===== src/rtl/lamp_pkg.sv =====
// Shared encodings and widths for the lamp sequencer slice.
package lamp_pkg;

  localparam int CNT_W     = 4;
  localparam int MAX_LAMPS = 15;

  localparam logic [CNT_W-1:0] MAX_COUNT = CNT_W'(MAX_LAMPS);

  localparam logic [1:0] IDLE = 2'd0;
  localparam logic [1:0] UP   = 2'd1;
  localparam logic [1:0] DOWN = 2'd2;

endpackage


===== src/rtl/lamp_step_div.sv =====
// Step divider: emits one step pulse on every STEP_DIV-th tick since the last clear.
module lamp_step_div
  import lamp_pkg::*;
#(
  parameter int STEP_DIV = 4
) (
  input  logic clk,
  input  logic rst,
  input  logic clear,
  input  logic tick,
  output logic step
);

  logic [CNT_W-1:0] count;

  // Step is combinational so the lamp count moves on the same edge as the final tick.
  assign step = tick && (count == CNT_W'(STEP_DIV - 1));

  always_ff @(posedge clk or posedge rst) begin
    if (rst) begin
      count <= '0;
    end else if (clear || step) begin
      count <= '0;
    end else if (tick) begin
      count <= count + 1'b1;
    end
  end

endmodule


===== src/rtl/lamp_sequencer.sv =====
// Ramps a thermometer-coded lamp bar one lamp per STEP_DIV ticks toward a latched goal.
// Optional LAMP_SEQ_INSTANT_OFF_EN: a target of 0 blanks the bar at once instead of ramping.
module lamp_sequencer
  import lamp_pkg::*;
#(
  parameter int STEP_DIV  = 4,
  parameter int MAX_LAMPS = 15
) (
  input  logic                 clk,
  input  logic                 rst,
  input  logic [CNT_W-1:0]     target,
  input  logic                 target_valid,
  input  logic                 step_tick,
  output logic [MAX_LAMPS-1:0] lamps,
  output logic [CNT_W-1:0]     lit_count,
  output logic                 busy,
  output logic                 done
);

  logic [1:0]       state_reg, state_next;
  logic [CNT_W-1:0] goal_reg;
  logic [CNT_W-1:0] lit_reg, lit_next;
  logic             arrive_reg, arrive_next;
  logic             done_reg;
  logic             step;
  logic             div_clear;

  assign busy = (state_reg == UP) || (state_reg == DOWN);

  // Direction is re-derived from the goal every cycle, so a retarget flips or ends the ramp.
  always_comb begin
    lit_next    = lit_reg;
    state_next  = state_reg;
    arrive_next = 1'b0;
    if (busy) begin
      if (step) begin
        if (state_reg == UP && lit_reg != MAX_COUNT) begin
          lit_next = lit_reg + 1'b1;
        end else if (state_reg == DOWN && lit_reg != '0) begin
          lit_next = lit_reg - 1'b1;
        end
      end
      if (goal_reg > lit_next) begin
        state_next = UP;
      end else if (goal_reg < lit_next) begin
        state_next = DOWN;
      end else begin
        state_next  = IDLE;
        arrive_next = 1'b1;
      end
    end else begin
      if (goal_reg > lit_reg) begin
        state_next = UP;
      end else if (goal_reg < lit_reg) begin
        state_next = DOWN;
      end else begin
        state_next = IDLE;
      end
    end
`ifdef LAMP_SEQ_INSTANT_OFF_EN
    if (target_valid && target == '0) begin
      lit_next    = '0;
      state_next  = IDLE;
      arrive_next = busy || (lit_reg != '0);
    end
`endif
  end

  assign div_clear = target_valid || (state_next != state_reg);

  lamp_step_div #(
    .STEP_DIV(STEP_DIV)
  ) u_step_div (
    .clk  (clk),
    .rst  (rst),
    .clear(div_clear),
    .tick (step_tick && busy),
    .step (step)
  );

  always_ff @(posedge clk or posedge rst) begin
    if (rst) begin
      state_reg  <= IDLE;
      goal_reg   <= '0;
      lit_reg    <= '0;
      arrive_reg <= 1'b0;
      done_reg   <= 1'b0;
    end else begin
      state_reg  <= state_next;
      lit_reg    <= lit_next;
      arrive_reg <= arrive_next;
      done_reg   <= arrive_reg;
      if (target_valid) begin
        goal_reg <= target;
      end
    end
  end

  generate
    for (genvar gi = 0; gi < MAX_LAMPS; gi++) begin : g_lamp
      assign lamps[gi] = (lit_reg > CNT_W'(gi));
    end
  endgenerate

  assign lit_count = lit_reg;
  assign done      = done_reg;

endmodule


===== config.mk =====
export PLATFORM = sky130hd
export DESIGN_NAME = lamp_sequencer
export DESIGN_NICKNAME = d
export VERILOG_FILES = /design/src/rtl/lamp_pkg.sv /design/src/rtl/lamp_step_div.sv /design/src/rtl/lamp_sequencer.sv
export SDC_FILE = /design/constraint.sdc
export NUM_CORES = 1
export LEC_CHECK = 0
export CAP_MARGIN = 20
export CORE_ASPECT_RATIO = 1.25
export CORE_MARGIN = 4
export CORE_UTILIZATION = 44
export CTS_CLUSTER_DIAMETER = 150
export CTS_CLUSTER_SIZE = 16
export DETAILED_ROUTE_END_ITERATION = 12
export PLACE_DENSITY = 0.81
export SLEW_MARGIN = 20
export SYNTH_ARGS = -nofsm -noshare
export SYNTH_HDL_FRONTEND = slang
export SYNTH_SLANG_ARGS = --single-unit

===== constraint.sdc =====
create_clock -name clk -period 3 [get_ports clk]
set_input_delay 0.3 -clock clk [delete_from_list [all_inputs] [get_ports clk]]
set_output_delay 0.3 -clock clk [all_outputs]
set_load 0.05 [all_outputs]

### After elaboration in Yosys (flattened, before gate mapping)

Cells that the tools add are included.

| operators by class | value |
|---|---|
| add/subtract/negate cells | 3 |
| magnitude comparators | 19 |
| equality and inequality tests | 5 |
| mux-type cells | 14 |
| reduce and logical (&&, ||, !) cells | 9 |

Operators with widths:

| operator | number |
|---|---|
| 4-bit greater-than comparator, second input constant | 7 |
| 4-bit 2-to-1 mux | 6 |
| 4-bit by 3-bit greater-than comparator with 1-bit output, second input constant | 4 |
| 2-bit 2-to-1 mux | 5 |
| 4-bit by 1-bit adder with 4-bit output, second input constant | 2 |
| 4-bit by 1-bit greater-than comparator with 1-bit output, second input constant | 2 |
| 4-bit by 2-bit greater-than comparator with 1-bit output, second input constant | 2 |
| 4-bit greater-than comparator | 2 |
| 4-bit less-than comparator | 2 |
| 4-bit by 2-bit == test with 1-bit output, second input constant | 1 |
| 1-bit logical AND | 4 |
| 4-bit != test, second input constant | 1 |
| 4-bit nonzero test | 1 |
| 4-bit by 1-bit subtractor with 4-bit output, second input constant | 1 |
| 1-bit logical OR | 3 |
| 1-bit 2-to-1 mux | 3 |
| 2-bit by 1-bit == test with 1-bit output, second input constant | 1 |
| 2-bit == test, second input constant | 1 |
| 2-bit != test | 1 |
| 2-bit nonzero test | 1 |

| storage, ports and cells | value |
|---|---|
| bits in registers | 16 |
| input port bits | 8 |
| output and inout bits | 21 |
| word-level logic and storage cells | 56 |

### Logic depth before layout (Yosys ltp)

Gate-level depths: netlist of the first run.

| logic depth | value |
|---|---|
| depth after elaboration | 14 |
| depth in mapped cells | 14 |
| gate-level depth less buffers | 14 |

### Hierarchy

Synthesis of the first run repeated with hierarchy kept, for this count alone.

| second synthesis, totals | value |
|---|---|
| cell total of the unflattened synthesis | 129 |
| area, all modules | 1189.9 um^2 |

Modules (own cells, without submodules):

| module | times used | cells each | area an instance (um^2) | seq. area each (um^2) |
|---|---|---|---|---|
| lamp_sequencer | 1 | 111 | 987.2 | 300.3 |
| lamp_step_div | 1 | 18 | 202.7 | 100.1 |

### Least setup slack after synthesis of the first run

Ideal clock, no wire load.

| timing path | value |
|---|---|
| kind | register to register |
| start | register lit_reg[0], in the netlist lit_count[0] |
| end | register u_step_div.count[1] |
| arrival time | 3627 ps |
| path slack | -722 ps |
| cell stages (with the launch flop) | 13 |
| path buffers | 0 |
| period minus slack after synthesis | 3722 ps |
| cell sequence | dfrtp_1 > clkinv_1 > ha_1 > nand2_1 > o221a_2 > mux2i_1 > ha_1 > nor2b_4 > o211ai_2 > a21oi_2 > a32o_2 > xnor2_2 > nor4b_2 |

| on the way | value |
|---|---|
| elaborated cells between the ends (all ways) | 24 |
| classes of those cells | add/sub (2); order compare (4); eq/ne (2); mux (10); reduce/logical (6) |

RTL lines:

| item | line | source |
|---|---|---|
| start, declared | lamp_sequencer.sv:22 | `logic [CNT_W-1:0] lit_reg, lit_next;` |
| start signal, assigned | lamp_sequencer.sv:90 | `lit_reg <= lit_next;` |
| branches (longest 8 deep; another with 4-bit by 1-bit subtractor with 4-bit output) | -- |  |
| 2-bit 2-to-1 mux * | lamp_sequencer.sv:35 | `if (busy) begin` |
| via state_next[0] | lamp_sequencer.sv:20 | `logic [1:0] state_reg, state_next;` |
| 2-bit != test * | lamp_sequencer.sv:69 | `assign div_clear = target_valid \|\| (state_next != state_reg);` |
| 1-bit logical OR * | lamp_sequencer.sv:69 |  |
| 1-bit logical OR * | lamp_step_div.sv:22 | `end else if (clear \|\| step) begin` |
| 4-bit 2-to-1 mux / 2-bit nonzero test (equally long branches) | -- |  |
| end signal, assigned | lamp_step_div.sv:25 | `count <= count + 1'b1;` |
| end, declared | lamp_step_div.sv:14 | `logic [CNT_W-1:0] count;` |

Mark *: on every way through the listed nets, which the timed path passes. The select of a mux whose other input is x is not followed.
A chain may end at the register's enable or synchronous reset.

### Worst setup path in the final report of the first run

| timing path | value |
|---|---|
| start | register state_reg[0] |
| end | register u_step_div.count[1] |

| on the way | value |
|---|---|
| elaborated cells between the ends (all ways) | 21 |
| classes of those cells | order compare (2); eq/ne (3); mux (8); reduce/logical (8) |

RTL lines:

| item | line | source |
|---|---|---|
| start, declared | lamp_sequencer.sv:20 |  |
| start signal, assigned | lamp_sequencer.sv:89 | `state_reg <= state_next;` |
| 2-bit == test / 2-bit by 1-bit == test with 1-bit output (equally long branches) | lamp_sequencer.sv:28, lamp_sequencer.sv:39, lamp_sequencer.sv:37 |  |
| 1-bit logical AND / 1-bit logical OR (equally long branches) | lamp_sequencer.sv:39, lamp_sequencer.sv:28 |  |
| 4-bit 2-to-1 mux / 1-bit logical AND (equally long branches) | lamp_sequencer.sv:39, lamp_sequencer.sv:77 |  |
| 4-bit 2-to-1 mux / 1-bit logical AND (equally long branches) | lamp_sequencer.sv:37, lamp_step_div.sv:17 |  |
| 4-bit 2-to-1 mux | lamp_sequencer.sv:36 | `if (step) begin` |
| 4-bit 2-to-1 mux | lamp_sequencer.sv:35 |  |
| 4-bit greater-than comparator | lamp_sequencer.sv:43 | `if (goal_reg > lit_next) begin` |
| 2-bit 2-to-1 mux | lamp_sequencer.sv:43 |  |
| 2-bit 2-to-1 mux * | lamp_sequencer.sv:35 |  |
| via state_next[0] | lamp_sequencer.sv:20 |  |
| 2-bit != test * | lamp_sequencer.sv:69 |  |
| 1-bit logical OR * | lamp_sequencer.sv:69 |  |
| 1-bit logical OR * | lamp_step_div.sv:22 |  |
| 4-bit 2-to-1 mux / 2-bit nonzero test (equally long branches) | -- |  |

The timed path passes the listed nets; every way through them passes the cells marked *. The select of a mux whose other input is x is not followed.

==> metrics, run 1 <==
Synthesis Warnings=0; Detailed Route WL=2970 µm; leakage power=0.000762 µW; initial DRC count=12; syn_nets=143; via density per instance=5.16; Top delay family on crit path=simple AND/OR/NAND/NOR gates; Fmax=331 MHz; routed length per instance=15.1 µm; NumNets Final=188; synthesized netlist cell count=120; vias in the first global route=1055; Hold Path Class=in -> async; Post-synth ARST share=100%; Yosys cell types=36; CP Buf/Inv Count=1; Mean Syn Cell Area=9.93 µm²; max-cap violations=0; #FFs+latches synth=16; area of the core=2500 µm²; Setup TNS=-23.1 ps; CP Data Arrival Time=3220 ps; antenna viol nets, final=0; number of top-level pins=29; DP Worst Slack=-163 ps; status=complete, but fails checks; Tot GR Track Use=17.8%; Die ar.=3610 µm²; failing checks=setup timing; total congestion overflow=0; share of cells above drive strength 1=31.1%; synthesized area=1190 µm²; CP peak stage delay=400 ps; GPL Wtd Cong=0.850; post-synthesis to final-layout area growth=45.7%; H-tree levels=1; die width=54.5 µm; Hold Vio Cnt, Final=0; Setup crit end kind=flop; Worst path most repeated cell=nor2b_4; Initial Util=47.6%; CP Class=reg -> reg; Worst-path clk slew=100 ps; CP required=3190 ps; Startpoint Class=flop; Clock Power Share=14.8%; Skew-Pair Late Insertion Delay=300 ps; CTS Hold Bufs=0; CTS Buffer Depth=2; sequential cell area fraction in the yosys report=33.6%; Tcrit/Tclk final=101%; switch share=41.1%; Worst path slowest cell=dfrtp_1; Int Pwr=492 µW; peak supply drop=0.617 mV; drt first pass iters=4; DP Wirelength=2270 µm; CTS tree=built; Post-synth EDFFs=0; std cell rows=20; Pwr Density=482 nW/µm²; register share of total power=31.4%; cts bufs inserted=3; initial antenna violation count=0; CTS Sinks=16; Max Slew Vio Count=0; hold_ws=374 ps; Fillers=177; worst path cell trace=inv_2, ha_4, nor2b_4, nand2_4, nor3_4, o221a_4, mux2i_4, ha_1, nor2b_4, o211ai_2, a21oi_2, a32o_2, xnor2_4, nor4b_2; DIE HEIGHT=66.2 µm; main flop type after synthesis=dfrtp_1; worst setup margin=-23.1 ps; CTS root buffer=clkbuf_4; port bufs=28; via count=1016; worst-margin pin slew=639 ps; worst rel slew slack=57.3%; Setup-failing EPs final=1; Antenna diodes=0; global-route wire length before repair=4740 µm; Crit Path Max Fanout=4; DRC=0; combinational share of power=53.8%; Psw=344 µW; Tmin final=3020 ps; pin count of the biggest net entering global routing=17; RSZ-0062 raised after global routing=true; final core occ=69.4%; skew final=4.11 ps
## Yosys cell counts (2+ instances only)
library cell / instances / area (µm²)
dfrtp_1: 16 / 400
clkinv_1: 2 / 7.51
nor2_1: 7 / 26.3
a21oi_1: 7 / 35.0
nand2_1: 9 / 33.8
mux2i_1: 2 / 20.0
nor2b_4: 2 / 27.5
ha_1: 15 / 188
o21ai_0: 5 / 25.0
xnor2_1: 10 / 87.6
mux2_2: 3 / 33.8
nor3_1: 4 / 20.0
inv_1: 11 / 41.3
nand4_1: 5 / 31.3
## cell usage in the layout, fill, tap and decap left out, types with 2 or more instances in the layout
master and instances:
dfrtp_1 12, ha_1 13, clkbuf_4 3, xnor2_1 9, buf_4 13, nand2_1 8
inv_1 9, nand2_4 2, inv_2 3, a21oi_1 5, nor2_1 7, a21oi_2 3
nor2b_4 2, nor3_1 3, clkdlybuf4s50_1 28, o21ai_0 5, mux2_2 3, nand4_1 5
dfrtp_2 4, nor3_4 2
## through the flow
step           cells  area [µm²]  total power [µW]
2_1_floorplan    120        1220               522
3_3_place_gp     189        1610               621
3_5_place_dp     189        1610               643
4_1_cts          194        1670               785
5_1_grt          197        1740               881
6_report         197        1740               836
## cell families (layout without fill, tap and decap cells)
kind of cell | count (synthesis) | after routing | synth area share, %
AND/OR/NAND/NOR | 36 | 36 | 18.6
AO/OA/AOI/OAI | 20 | 20 | 12.4
flip-flops | 16 | 16 | 33.6
buffers and inverters | 16 | 60 | 5.67
adder cells (fa/ha/maj) | 15 | 15 | 15.8
XOR/XNOR | 12 | 12 | 9.45
multiplexers | 5 | 5 | 4.52
## timing repair
item / 4_1_cts / 5_1_grt
setup endpoints to repair: 3 / 4
resized for setup: 5 / 7
pin swaps: 4 / 2
buffers inserted: 1 / 3
cloned: 0 / 0
## final timing paths
check / startpoint / to / slack (ps) / cells after the start
worst min register to register: arrive_reg$_DFF_PP0_ / done$_DFF_PP0_ / 380 / 0
worst max register to register: state_reg[0]$_DFF_PP0_ / u_step_div.count[1]$_DFFE_PP0P_ / -20 / 14
min in group clk: arrive_reg$_DFF_PP0_ / done$_DFF_PP0_ / 380 / 0
max in group asynchronous: rst / lit_count[0]$_DFFE_PP0N_ / 2170 / 2
worst min-delay path: rst / goal_reg[3]$_DFFE_PP0P_ / 370 / 2
worst max-delay path: state_reg[0]$_DFF_PP0_ / u_step_div.count[1]$_DFFE_PP0P_ / -20 / 14
## worst reg2reg max path: stages (launching register included)
cell	delay (ps)
dfrtp_1	400
inv_2	80
ha_4	210
nor2b_4	140
nand2_4	70
nor3_4	200
o221a_4	250
mux2i_4	230
ha_1	270
nor2b_4	130
o211ai_2	160
a21oi_2	80
a32o_2	270
xnor2_4	160
nor4b_2	260
## metal layers
layer | routed length (µm) | global-route usage, % | part of all wire [%] | up-vias
met4 | 63 | 6.23 | 2.1 | 0
met2 | 1590 | 32.0 | 53 | 36
met5 | 0 | 0 | 0 | -
met1 | 1180 | 21.0 | 40 | 469
met3 | 140 | 1.81 | 4.7 | 7
li1 | - | - | - | 504
## power by group through the flow
stage | clock network (µW) | registers, µW | logic [µW]
CTS | 125 | 261 | 399
floorplan | 0 | 265 | 257
finish | 124 | 262 | 450
global placement | 0 | 263 | 357
detailed placement | 0 | 265 | 378
global route | 136 | 264 | 481
## layout make-up
| class | count | area [µm²] | area share (%) |
|---|---|---|---|
| sequential | 16 | 405 | 23.4 |
| clock buffer | 4 | 26.3 | 1.51 |
| tap | 33 | 41.3 | 2.38 |
| multi-input combinational | 88 | 816 | 47.0 |
| inverter | 14 | 57.6 | 3.32 |
| timing repair buffer | 42 | 389 | 22.4 |
Note: power is estimated with default switching activity, not from simulation.
==> run 2, diff against run 1 <==
- ABC_CLOCK_PERIOD_IN_PS: default -> 3000
==> results of run 2 <==
The final DEF is identical to that of run 1; final timing and power are the same.
